===== src/rtl/pipe_ctrl_pkg.sv =====
// pipe_ctrl_pkg: shared types and helpers for the pipeline sequencing controller.
// Optional feature macro: PIPE_CTRL_FWD_EN (operand forwarding, load-use-only hazards).
package pipe_ctrl_pkg;

    localparam int unsigned TAG_W = 4;
    localparam int unsigned FWD_W = 2;

    typedef enum logic {
        RUN  = 1'b0,
        WAIT = 1'b1
    } state_t;

    typedef logic [FWD_W-1:0] fwd_sel_t;

    localparam fwd_sel_t FWD_RF  = 2'b00;
    localparam fwd_sel_t FWD_MEM = 2'b01;
    localparam fwd_sel_t FWD_WB  = 2'b10;

    // True when an enabled producer writes the register a consumer reads.
    function automatic logic tag_match(
        input logic [TAG_W-1:0] src,
        input logic [TAG_W-1:0] dest,
        input logic             en
    );
        return en & (src == dest);
    endfunction

    // Forwarding source for one operand; the younger MEM result wins over WB.
    function automatic fwd_sel_t fwd_pick(
        input logic [TAG_W-1:0] src,
        input logic [TAG_W-1:0] mem_dest,
        input logic             mem_en,
        input logic [TAG_W-1:0] wb_dest,
        input logic             wb_en
    );
        if (tag_match(src, mem_dest, mem_en)) begin
            return FWD_MEM;
        end else if (tag_match(src, wb_dest, wb_en)) begin
            return FWD_WB;
        end
        return FWD_RF;
    endfunction

endpackage


===== src/rtl/pipe_ctrl_if.sv =====
// pipe_ctrl_if: register tags, branch/memory status and freeze/flush lines
// between the pipeline (master) and the sequencing controller (slave).
interface pipe_ctrl_if
    import pipe_ctrl_pkg::*;
#(
    parameter int unsigned CNT_W = 16
);

    logic             id_valid;
    logic             id_two_src;
    logic [TAG_W-1:0] id_src1;
    logic [TAG_W-1:0] id_src2;
    logic [TAG_W-1:0] exe_dest;
    logic             exe_wb_en;
    logic             exe_mem_r_en;
    logic [TAG_W-1:0] exe_src1;
    logic [TAG_W-1:0] exe_src2;
    logic [TAG_W-1:0] mem_dest;
    logic             mem_wb_en;
    logic [TAG_W-1:0] wb_dest;
    logic             wb_wb_en;
    logic             branch_taken;
    logic             mem_access;
    logic             sram_ready;

    logic             freeze_pc;
    logic             freeze_ifid;
    logic             flush_ifid;
    logic             flush_idex;
    logic             freeze_back;
    logic             sram_req;
    fwd_sel_t         fwd_sel1;
    fwd_sel_t         fwd_sel2;
    logic             mem_err;
    logic [CNT_W-1:0] stall_cnt;

    modport master (
        output id_valid, id_two_src, id_src1, id_src2,
        output exe_dest, exe_wb_en, exe_mem_r_en, exe_src1, exe_src2,
        output mem_dest, mem_wb_en, wb_dest, wb_wb_en,
        output branch_taken, mem_access, sram_ready,
        input  freeze_pc, freeze_ifid, flush_ifid, flush_idex, freeze_back,
        input  sram_req, fwd_sel1, fwd_sel2, mem_err, stall_cnt
    );

    modport slave (
        input  id_valid, id_two_src, id_src1, id_src2,
        input  exe_dest, exe_wb_en, exe_mem_r_en, exe_src1, exe_src2,
        input  mem_dest, mem_wb_en, wb_dest, wb_wb_en,
        input  branch_taken, mem_access, sram_ready,
        output freeze_pc, freeze_ifid, flush_ifid, flush_idex, freeze_back,
        output sram_req, fwd_sel1, fwd_sel2, mem_err, stall_cnt
    );

endinterface


===== src/rtl/pipe_ctrl_hazard_detect.sv =====
// hazard_detect: combinational tag comparison giving the ID-stage hazard and
// EXE operand forwarding selects. PIPE_CTRL_FWD_EN selects the forwarding build.
module hazard_detect
    import pipe_ctrl_pkg::*;
(
    input  logic             i_id_valid,
    input  logic             i_id_two_src,
    input  logic [TAG_W-1:0] i_id_src1,
    input  logic [TAG_W-1:0] i_id_src2,
    input  logic [TAG_W-1:0] i_exe_dest,
    input  logic             i_exe_wb_en,
    input  logic             i_exe_mem_r_en,
    input  logic [TAG_W-1:0] i_exe_src1,
    input  logic [TAG_W-1:0] i_exe_src2,
    input  logic [TAG_W-1:0] i_mem_dest,
    input  logic             i_mem_wb_en,
    input  logic [TAG_W-1:0] i_wb_dest,
    input  logic             i_wb_wb_en,
    output logic             o_hazard,
    output fwd_sel_t         o_fwd_sel1,
    output fwd_sel_t         o_fwd_sel2
);

    logic w_exe_hit;

    // ID sources against the EXE-stage destination; src2 only when it is read.
    always_comb begin
        w_exe_hit = tag_match(i_id_src1, i_exe_dest, i_exe_wb_en)
                  | (i_id_two_src & tag_match(i_id_src2, i_exe_dest, i_exe_wb_en));
    end

`ifdef PIPE_CTRL_FWD_EN

    // Results reach EXE by forwarding, so only a load in EXE forces a bubble.
    always_comb begin
        o_hazard   = i_id_valid & i_exe_mem_r_en & w_exe_hit;
        o_fwd_sel1 = fwd_pick(i_exe_src1, i_mem_dest, i_mem_wb_en, i_wb_dest, i_wb_wb_en);
        o_fwd_sel2 = fwd_pick(i_exe_src2, i_mem_dest, i_mem_wb_en, i_wb_dest, i_wb_wb_en);
    end

`else

    logic w_mem_hit;
    logic w_unused_fwd;

    // Without forwarding any in-flight EXE or MEM producer must retire first.
    always_comb begin
        w_mem_hit    = tag_match(i_id_src1, i_mem_dest, i_mem_wb_en)
                     | (i_id_two_src & tag_match(i_id_src2, i_mem_dest, i_mem_wb_en));
        o_hazard     = i_id_valid & (w_exe_hit | w_mem_hit);
        o_fwd_sel1   = FWD_RF;
        o_fwd_sel2   = FWD_RF;
        w_unused_fwd = ^{i_exe_src1, i_exe_src2, i_wb_dest, i_wb_wb_en, i_exe_mem_r_en};
    end

`endif

endmodule


===== src/rtl/pipe_ctrl.sv =====
// pipe_ctrl: pipeline sequencing controller. Decides PC / IF-ID advance, hold
// or flush, ID-EX bubble insertion and owns the SRAM wait handshake that
// freezes the whole pipeline during a MEM-stage access.
// Optional feature macro: PIPE_CTRL_FWD_EN (handled inside hazard_detect).
module pipe_ctrl
    import pipe_ctrl_pkg::*;
#(
    parameter int unsigned MEM_TIMEOUT = 64,
    parameter int unsigned CNT_W       = 16
) (
    input  logic       clk,
    input  logic       rst,
    pipe_ctrl_if.slave bus
);

    localparam int unsigned       TMO_W    = (MEM_TIMEOUT > 1) ? $clog2(MEM_TIMEOUT) : 1;
    localparam logic [TMO_W-1:0]  TMO_LAST = TMO_W'(MEM_TIMEOUT - 1);

    state_t           r_state;
    state_t           w_state_nxt;
    logic [TMO_W-1:0] r_tmo_cnt;
    logic [TMO_W-1:0] w_tmo_cnt_nxt;
    logic             r_sram_req;
    logic             w_sram_req_nxt;
    logic             r_mem_err;
    logic             w_mem_err_nxt;
    logic [CNT_W-1:0] r_stall_cnt;

    logic             w_hazard;
    fwd_sel_t         w_fwd_sel1;
    fwd_sel_t         w_fwd_sel2;
    logic             w_freeze_pc;
    logic             w_freeze_ifid;
    logic             w_freeze_back;
    logic             w_flush_ifid;
    logic             w_flush_idex;

    hazard_detect u_hazard_detect (
        .i_id_valid     (bus.id_valid),
        .i_id_two_src   (bus.id_two_src),
        .i_id_src1      (bus.id_src1),
        .i_id_src2      (bus.id_src2),
        .i_exe_dest     (bus.exe_dest),
        .i_exe_wb_en    (bus.exe_wb_en),
        .i_exe_mem_r_en (bus.exe_mem_r_en),
        .i_exe_src1     (bus.exe_src1),
        .i_exe_src2     (bus.exe_src2),
        .i_mem_dest     (bus.mem_dest),
        .i_mem_wb_en    (bus.mem_wb_en),
        .i_wb_dest      (bus.wb_dest),
        .i_wb_wb_en     (bus.wb_wb_en),
        .o_hazard       (w_hazard),
        .o_fwd_sel1     (w_fwd_sel1),
        .o_fwd_sel2     (w_fwd_sel2)
    );

    // State, wait timer, SRAM request and sticky error; reset abandons any access.
    always_ff @(posedge clk) begin
        if (!rst) begin
            r_state    <= RUN;
            r_tmo_cnt  <= '0;
            r_sram_req <= 1'b0;
            r_mem_err  <= 1'b0;
        end else begin
            r_state    <= w_state_nxt;
            r_tmo_cnt  <= w_tmo_cnt_nxt;
            r_sram_req <= w_sram_req_nxt;
            r_mem_err  <= w_mem_err_nxt;
        end
    end

    // Next state and priority mux: memory freeze, then branch, then hazard.
    // Every WAIT cycle, including the one that sees ready, keeps the pipe frozen;
    // the stage registers advance on the first cycle back in RUN.
    always_comb begin
        w_state_nxt    = r_state;
        w_tmo_cnt_nxt  = r_tmo_cnt;
        w_sram_req_nxt = r_sram_req;
        w_mem_err_nxt  = r_mem_err;
        w_freeze_pc    = 1'b0;
        w_freeze_ifid  = 1'b0;
        w_freeze_back  = 1'b0;
        w_flush_ifid   = 1'b0;
        w_flush_idex   = 1'b0;

        case (r_state)
            RUN: begin
                if (bus.mem_access) begin
                    w_freeze_pc    = 1'b1;
                    w_freeze_ifid  = 1'b1;
                    w_freeze_back  = 1'b1;
                    w_state_nxt    = WAIT;
                    w_sram_req_nxt = 1'b1;
                    w_tmo_cnt_nxt  = '0;
                end else if (bus.branch_taken) begin
                    w_flush_ifid   = 1'b1;
                    w_flush_idex   = 1'b1;
                end else if (w_hazard) begin
                    w_freeze_pc    = 1'b1;
                    w_freeze_ifid  = 1'b1;
                    w_flush_idex   = 1'b1;
                end
            end

            WAIT: begin
                w_freeze_pc   = 1'b1;
                w_freeze_ifid = 1'b1;
                w_freeze_back = 1'b1;
                if (bus.sram_ready) begin
                    w_state_nxt    = RUN;
                    w_sram_req_nxt = 1'b0;
                end else if (r_tmo_cnt == TMO_LAST) begin
                    w_state_nxt    = RUN;
                    w_sram_req_nxt = 1'b0;
                    w_mem_err_nxt  = 1'b1;
                end else begin
                    w_tmo_cnt_nxt  = r_tmo_cnt + TMO_W'(1);
                end
            end

            default: begin
                w_state_nxt    = RUN;
                w_sram_req_nxt = 1'b0;
            end
        endcase
    end

    // Saturating count of cycles in which the PC is held.
    always_ff @(posedge clk) begin
        if (!rst) begin
            r_stall_cnt <= '0;
        end else if (w_freeze_pc && (r_stall_cnt != {CNT_W{1'b1}})) begin
            r_stall_cnt <= r_stall_cnt + CNT_W'(1);
        end
    end

    // Control lines are forced quiet while reset is held.
    always_comb begin
        bus.freeze_pc   = rst & w_freeze_pc;
        bus.freeze_ifid = rst & w_freeze_ifid;
        bus.freeze_back = rst & w_freeze_back;
        bus.flush_ifid  = rst & w_flush_ifid;
        bus.flush_idex  = rst & w_flush_idex;
        bus.sram_req    = rst & r_sram_req;
        bus.fwd_sel1    = rst ? w_fwd_sel1 : FWD_RF;
        bus.fwd_sel2    = rst ? w_fwd_sel2 : FWD_RF;
        bus.mem_err     = r_mem_err;
        bus.stall_cnt   = r_stall_cnt;
    end

endmodule


===== src/flat_wrapper.sv =====
// flat-port wrapper written by rule: the top's interface ports become plain ports
module pipe_ctrl_flat import pipe_ctrl_pkg::*;
#(
    parameter int unsigned MEM_TIMEOUT = 64,
    parameter int unsigned CNT_W       = 16
)
  (clk, rst, bus_id_valid, bus_id_two_src, bus_id_src1, bus_id_src2, bus_exe_dest, bus_exe_wb_en, bus_exe_mem_r_en, bus_exe_src1, bus_exe_src2, bus_mem_dest, bus_mem_wb_en, bus_wb_dest, bus_wb_wb_en, bus_branch_taken, bus_mem_access, bus_sram_ready, bus_freeze_pc, bus_freeze_ifid, bus_flush_ifid, bus_flush_idex, bus_freeze_back, bus_sram_req, bus_fwd_sel1, bus_fwd_sel2, bus_mem_err, bus_stall_cnt);
  pipe_ctrl_if #(.CNT_W(CNT_W)) bus_i ();
  input  logic clk;
  input  logic rst;
  input wire logic [$bits(bus_i.id_valid)-1:0] bus_id_valid;
  input wire logic [$bits(bus_i.id_two_src)-1:0] bus_id_two_src;
  input wire logic [$bits(bus_i.id_src1)-1:0] bus_id_src1;
  input wire logic [$bits(bus_i.id_src2)-1:0] bus_id_src2;
  input wire logic [$bits(bus_i.exe_dest)-1:0] bus_exe_dest;
  input wire logic [$bits(bus_i.exe_wb_en)-1:0] bus_exe_wb_en;
  input wire logic [$bits(bus_i.exe_mem_r_en)-1:0] bus_exe_mem_r_en;
  input wire logic [$bits(bus_i.exe_src1)-1:0] bus_exe_src1;
  input wire logic [$bits(bus_i.exe_src2)-1:0] bus_exe_src2;
  input wire logic [$bits(bus_i.mem_dest)-1:0] bus_mem_dest;
  input wire logic [$bits(bus_i.mem_wb_en)-1:0] bus_mem_wb_en;
  input wire logic [$bits(bus_i.wb_dest)-1:0] bus_wb_dest;
  input wire logic [$bits(bus_i.wb_wb_en)-1:0] bus_wb_wb_en;
  input wire logic [$bits(bus_i.branch_taken)-1:0] bus_branch_taken;
  input wire logic [$bits(bus_i.mem_access)-1:0] bus_mem_access;
  input wire logic [$bits(bus_i.sram_ready)-1:0] bus_sram_ready;
  output wire logic [$bits(bus_i.freeze_pc)-1:0] bus_freeze_pc;
  output wire logic [$bits(bus_i.freeze_ifid)-1:0] bus_freeze_ifid;
  output wire logic [$bits(bus_i.flush_ifid)-1:0] bus_flush_ifid;
  output wire logic [$bits(bus_i.flush_idex)-1:0] bus_flush_idex;
  output wire logic [$bits(bus_i.freeze_back)-1:0] bus_freeze_back;
  output wire logic [$bits(bus_i.sram_req)-1:0] bus_sram_req;
  output wire logic [$bits(bus_i.fwd_sel1)-1:0] bus_fwd_sel1;
  output wire logic [$bits(bus_i.fwd_sel2)-1:0] bus_fwd_sel2;
  output wire logic [$bits(bus_i.mem_err)-1:0] bus_mem_err;
  output wire logic [$bits(bus_i.stall_cnt)-1:0] bus_stall_cnt;
  assign bus_i.id_valid = bus_id_valid;
  assign bus_i.id_two_src = bus_id_two_src;
  assign bus_i.id_src1 = bus_id_src1;
  assign bus_i.id_src2 = bus_id_src2;
  assign bus_i.exe_dest = bus_exe_dest;
  assign bus_i.exe_wb_en = bus_exe_wb_en;
  assign bus_i.exe_mem_r_en = bus_exe_mem_r_en;
  assign bus_i.exe_src1 = bus_exe_src1;
  assign bus_i.exe_src2 = bus_exe_src2;
  assign bus_i.mem_dest = bus_mem_dest;
  assign bus_i.mem_wb_en = bus_mem_wb_en;
  assign bus_i.wb_dest = bus_wb_dest;
  assign bus_i.wb_wb_en = bus_wb_wb_en;
  assign bus_i.branch_taken = bus_branch_taken;
  assign bus_i.mem_access = bus_mem_access;
  assign bus_i.sram_ready = bus_sram_ready;
  assign bus_freeze_pc = bus_i.freeze_pc;
  assign bus_freeze_ifid = bus_i.freeze_ifid;
  assign bus_flush_ifid = bus_i.flush_ifid;
  assign bus_flush_idex = bus_i.flush_idex;
  assign bus_freeze_back = bus_i.freeze_back;
  assign bus_sram_req = bus_i.sram_req;
  assign bus_fwd_sel1 = bus_i.fwd_sel1;
  assign bus_fwd_sel2 = bus_i.fwd_sel2;
  assign bus_mem_err = bus_i.mem_err;
  assign bus_stall_cnt = bus_i.stall_cnt;
  pipe_ctrl #(.MEM_TIMEOUT(MEM_TIMEOUT), .CNT_W(CNT_W)) u_core (.clk(clk), .rst(rst), .bus(bus_i));
endmodule

===== config.mk =====
export PLATFORM = sky130hd
export DESIGN_NAME = pipe_ctrl_flat
export DESIGN_NICKNAME = d
export VERILOG_FILES = /design/src/rtl/pipe_ctrl_pkg.sv /design/src/rtl/pipe_ctrl_if.sv /design/src/rtl/pipe_ctrl_hazard_detect.sv /design/src/rtl/pipe_ctrl.sv /design/src/flat_wrapper.sv
export SDC_FILE = /design/constraint.sdc
export NUM_CORES = 1
export LEC_CHECK = 0
export CORE_UTILIZATION = 40
export CTS_BUF_LIST = sky130_fd_sc_hd__clkbuf_4 sky130_fd_sc_hd__clkbuf_8
export CTS_CLUSTER_SIZE = 14
export DETAILED_ROUTE_END_ITERATION = 6
export PLACE_DENSITY = 0.79
export SLEW_MARGIN = 10
export SYNTH_ARGS = -nofsm -noshare
export SYNTH_HDL_FRONTEND = slang
export SYNTH_HIERARCHICAL = 1
export SYNTH_SLANG_ARGS = --single-unit

===== constraint.sdc =====
create_clock -name clk -period 2 [get_ports clk]
set_clock_uncertainty 0.2 [all_clocks]
set_input_delay 0.2 -clock clk [delete_from_list [all_inputs] [get_ports clk]]
set_output_delay 0.2 -clock clk [all_outputs]
set_load 0.02 [all_outputs]

==> metrics.md <==
| Metric | Value |
|---|---|
| Run status | finished, violations left |
| Failing checks | setup timing |
| Area leader, netlist | dfxtp_1 |
| Setup ws final | -0.186 ns |
| Min Tclk post-route | 2.19 ns |
| Core Footprint | 3770 sq um |
| Tot Pwr | ~1.1 mW |
| Wire per inst | 14.3 um |
| Hold violation count in the final report | 0 |
| Final core utilization | 0.672 |
| Fin cells | 318 |
| Reg-to-reg slack, setup | 0.06 ns |
| Worst slew margin | 0.631 |
| N_diodes | 0 |
| Final setup viols | 12 |
| Crit path largest cell delay | between 0.5 and 0.6 ns |
| Die area | about 4300 sq um |
| Initial antenna violation count | 0 |
| IO Pins | 66 |
| Crit start category | input port |
| Vias per cell | 5.32 |
| Crit-path cells | buf_6 > xor2_1 > nor4_2 > a31oi_2 > o22ai_2 > buf_4 > nand2b_4 > a21o_4 > or4_4 > a21oi_2 |
| Pre-CTS setup slack | -0.793 ns |
| Gp weighted congestion | 0.893 |
| Clock Root Buffer | clkbuf_8 |
| CTS sink count | 25 |
| Primary FF master, synth | dfxtp_1 |
| LEAKAGE | 0.997 nW |
| Final wirelength | 4550 um |
| Register area share after synthesis | 0.310 |
| Drt first-iter violations | 63 |
| Vias in the first global route | approximately 1500 |
| Crit path capture type | flop |
| Ys async rst share | 0 |
| Final-stage net count | 312 |
| RSZ-0062 raised after global routing | yes |
| Hold Path Class | flop to flop |
| H-tree depth | 1 |
| Max-cap violation count | 0 |
| CTS buffer count | 3 |
| Synthesized cell area | about 1600 sq um |
| Largest net degree at the start of global routing | 17 |
| Final worst-path cycle share | 1.09 |
| Die height | about 66 um |
| CP Data Required Time | 2.01 ns |
| Dpl hpwl | 3280 um |
| DP Cell Count | 309 |
| DRT antenna net count | 0 |
| DR DRC count | 0 |
| Fmax | 458 MHz |
| Vias | 1692 |
| Layout cell share with drive strength beyond 1 | 0.319 |
| Critical-path cell with the highest stage delay | or4_4 |
| First-pass GRT wire length | 7090 um |
| CTS max path bufs | 2 |
| Post-synth EDFFs | 0 |
| Syn Area/Cell | 8.28 sq um |
| Worst-Margin Slew | 0.549 ns |
| VDD IR max | 0.315 mV |
| Area delta synth->final | 56.8% |
| Setup TNS Final | -0.772 ns |
| FILL cells | 298 |
| Placement Rows | 22 |
| Gr usage total | 0.212 |
| Width of the die | 65.5 um |
| Seq cells post-synth | 25 |
| Skew-Pair Late Insertion Delay | 0.28 ns |
| PwrDens | 436 nW/um^2 |
| Worst-path fanout max | 8 |
| Max Slew Vio Count | 0 |
| Number of distinct library cells after synthesis | 43 |
| Post-synth top area share | 0.310 |
| Initial Util | 0.428 |
| CTS tree | done |
| Gr ovfl total | 0 |
| Syn. warnings | 6 |
| TritonRoute pass-1 iters | 4 |
| Clk slew on worst S/H paths | 0.09 ns |
| Synth top area cells | dfxtp_1 (31%), xor2_1 (7.6%), mux2i_1 (7.4%) |
| Syn Inst Count | 195 |
| Worst EP arrival | 2.20 ns |
| Crit Path Category | input port to flop |
| Port Buf Inserts | 47 |
-- per-stage QoR --
| step | instance area (sq um) | hold slack, ns |
|---|---|---|
| 6_report | 2530 | 0.282 |
| 5_1_grt | 2530 | 0.310 |
| 4_1_cts | 2380 | 0.281 |
| 3_5_place_dp | 2310 | 0.271 |
| 3_3_place_gp | 2310 | 0.259 |
| 2_1_floorplan | 1640 | 0.150 |
-- path summary, 6_finish.rpt --
path,from,end,depth (start not counted)
worst min register to register,u_core/r_sram_req,u_core/r_sram_req,2
worst max-delay path,bus_mem_dest[3],u_core/bus.stall_cnt[8],10
worst min-delay path,u_core/r_sram_req,u_core/r_sram_req,2
worst max register to register,u_core/bus.stall_cnt[3],u_core/bus.stall_cnt[8],4
-- registers in the layout, indices dropped and copies added (netlist names) --
| name | flops |
|---|---|
| u_core/bus.stall_cnt | 16 |
| u_core/r_tmo_cnt | 6 |
| u_core/bus.mem_err | 1 |
| u_core/r_sram_req | 1 |
| u_core/r_state | 1 |
-- critical path, delay by kind of cell --
family,cells,cell delay (ns)
AOI/OAI and AO/OA,4,0.67
buffers and inverters,2,0.26
and+or+nand+nor,3,0.92
xor gates and xnor gates,1,0.16
-- where the power goes --
part / internal (mW) / switching, mW
Clock: 0.140 / 0.167
Sequential: 0.508 / 0.00853
Combinational: 0.139 / 0.142
-- cell families after synthesis --
kind of cell / synth area share
other: 0.00232
AO/OA/AOI/OAI: 0.149
buffers and inverters: 0.0496
multiplexers: 0.0744
XOR/XNOR: 0.0868
AND/OR/NAND/NOR: 0.313
flip-flops: 0.310
adder cells (fa/ha/maj): 0.0155
-- cell usage after synthesis, types with 3 or more instances --
master	number
or4_1	3
buf_4	5
nand2b_1	14
and2_1	6
o21ai_0	4
nand4_1	3
inv_1	5
a31oi_1	4
o31ai_1	4
nor3_1	6
nor4_1	9
nor2_1	7
a21oi_1	9
mux2i_1	12
dfxtp_1	25
nand2_1	22
clkbuf_1	5
nand3_1	8
xor2_1	14
-- cell type report --
type | instances | area (sq um) | share of cell area
Sequential cell | 25 | 500 | 0.198
Timing Repair Buffer | 79 | 684 | 0.270
Tap cell | 48 | 60.1 | 0.0237
Clock inverter | 1 | 5.00 | 0.00198
Inverter | 5 | 18.8 | 0.00741
Multi-Input combinational cell | 157 | 1220 | 0.483
Clock buffer | 3 | 41.3 | 0.0163
-- cell usage in the layout, fill, tap and decap left out, types with 8 or more instances in the layout --
cell             instances
nand2b_1                13
buf_6                    9
buf_2                   10
mux2i_1                 12
nand2_1                 22
nand3_1                  8
buf_4                   31
xor2_1                  11
dfxtp_1                 25
clkdlybuf4s50_1         24
-- repair_timing --
action	4_1_cts	5_1_grt
buffers inserted	1	4
hold buffers	0	0
resized for setup	85	32
pin swaps	16	15
setup endpoints to repair	20	20
endpoints found under the hold margin	0	0
-- routing by layer --
metal	track usage	wire, um	vias to the layer above
met5	0	0	-
met4	0.0245	17	0
met3	0.0434	131	5
met2	0.401	2390	31
met1	0.248	2010	809
li1	-	-	847
No activity file was read; power rests on OpenSTA's default activity.
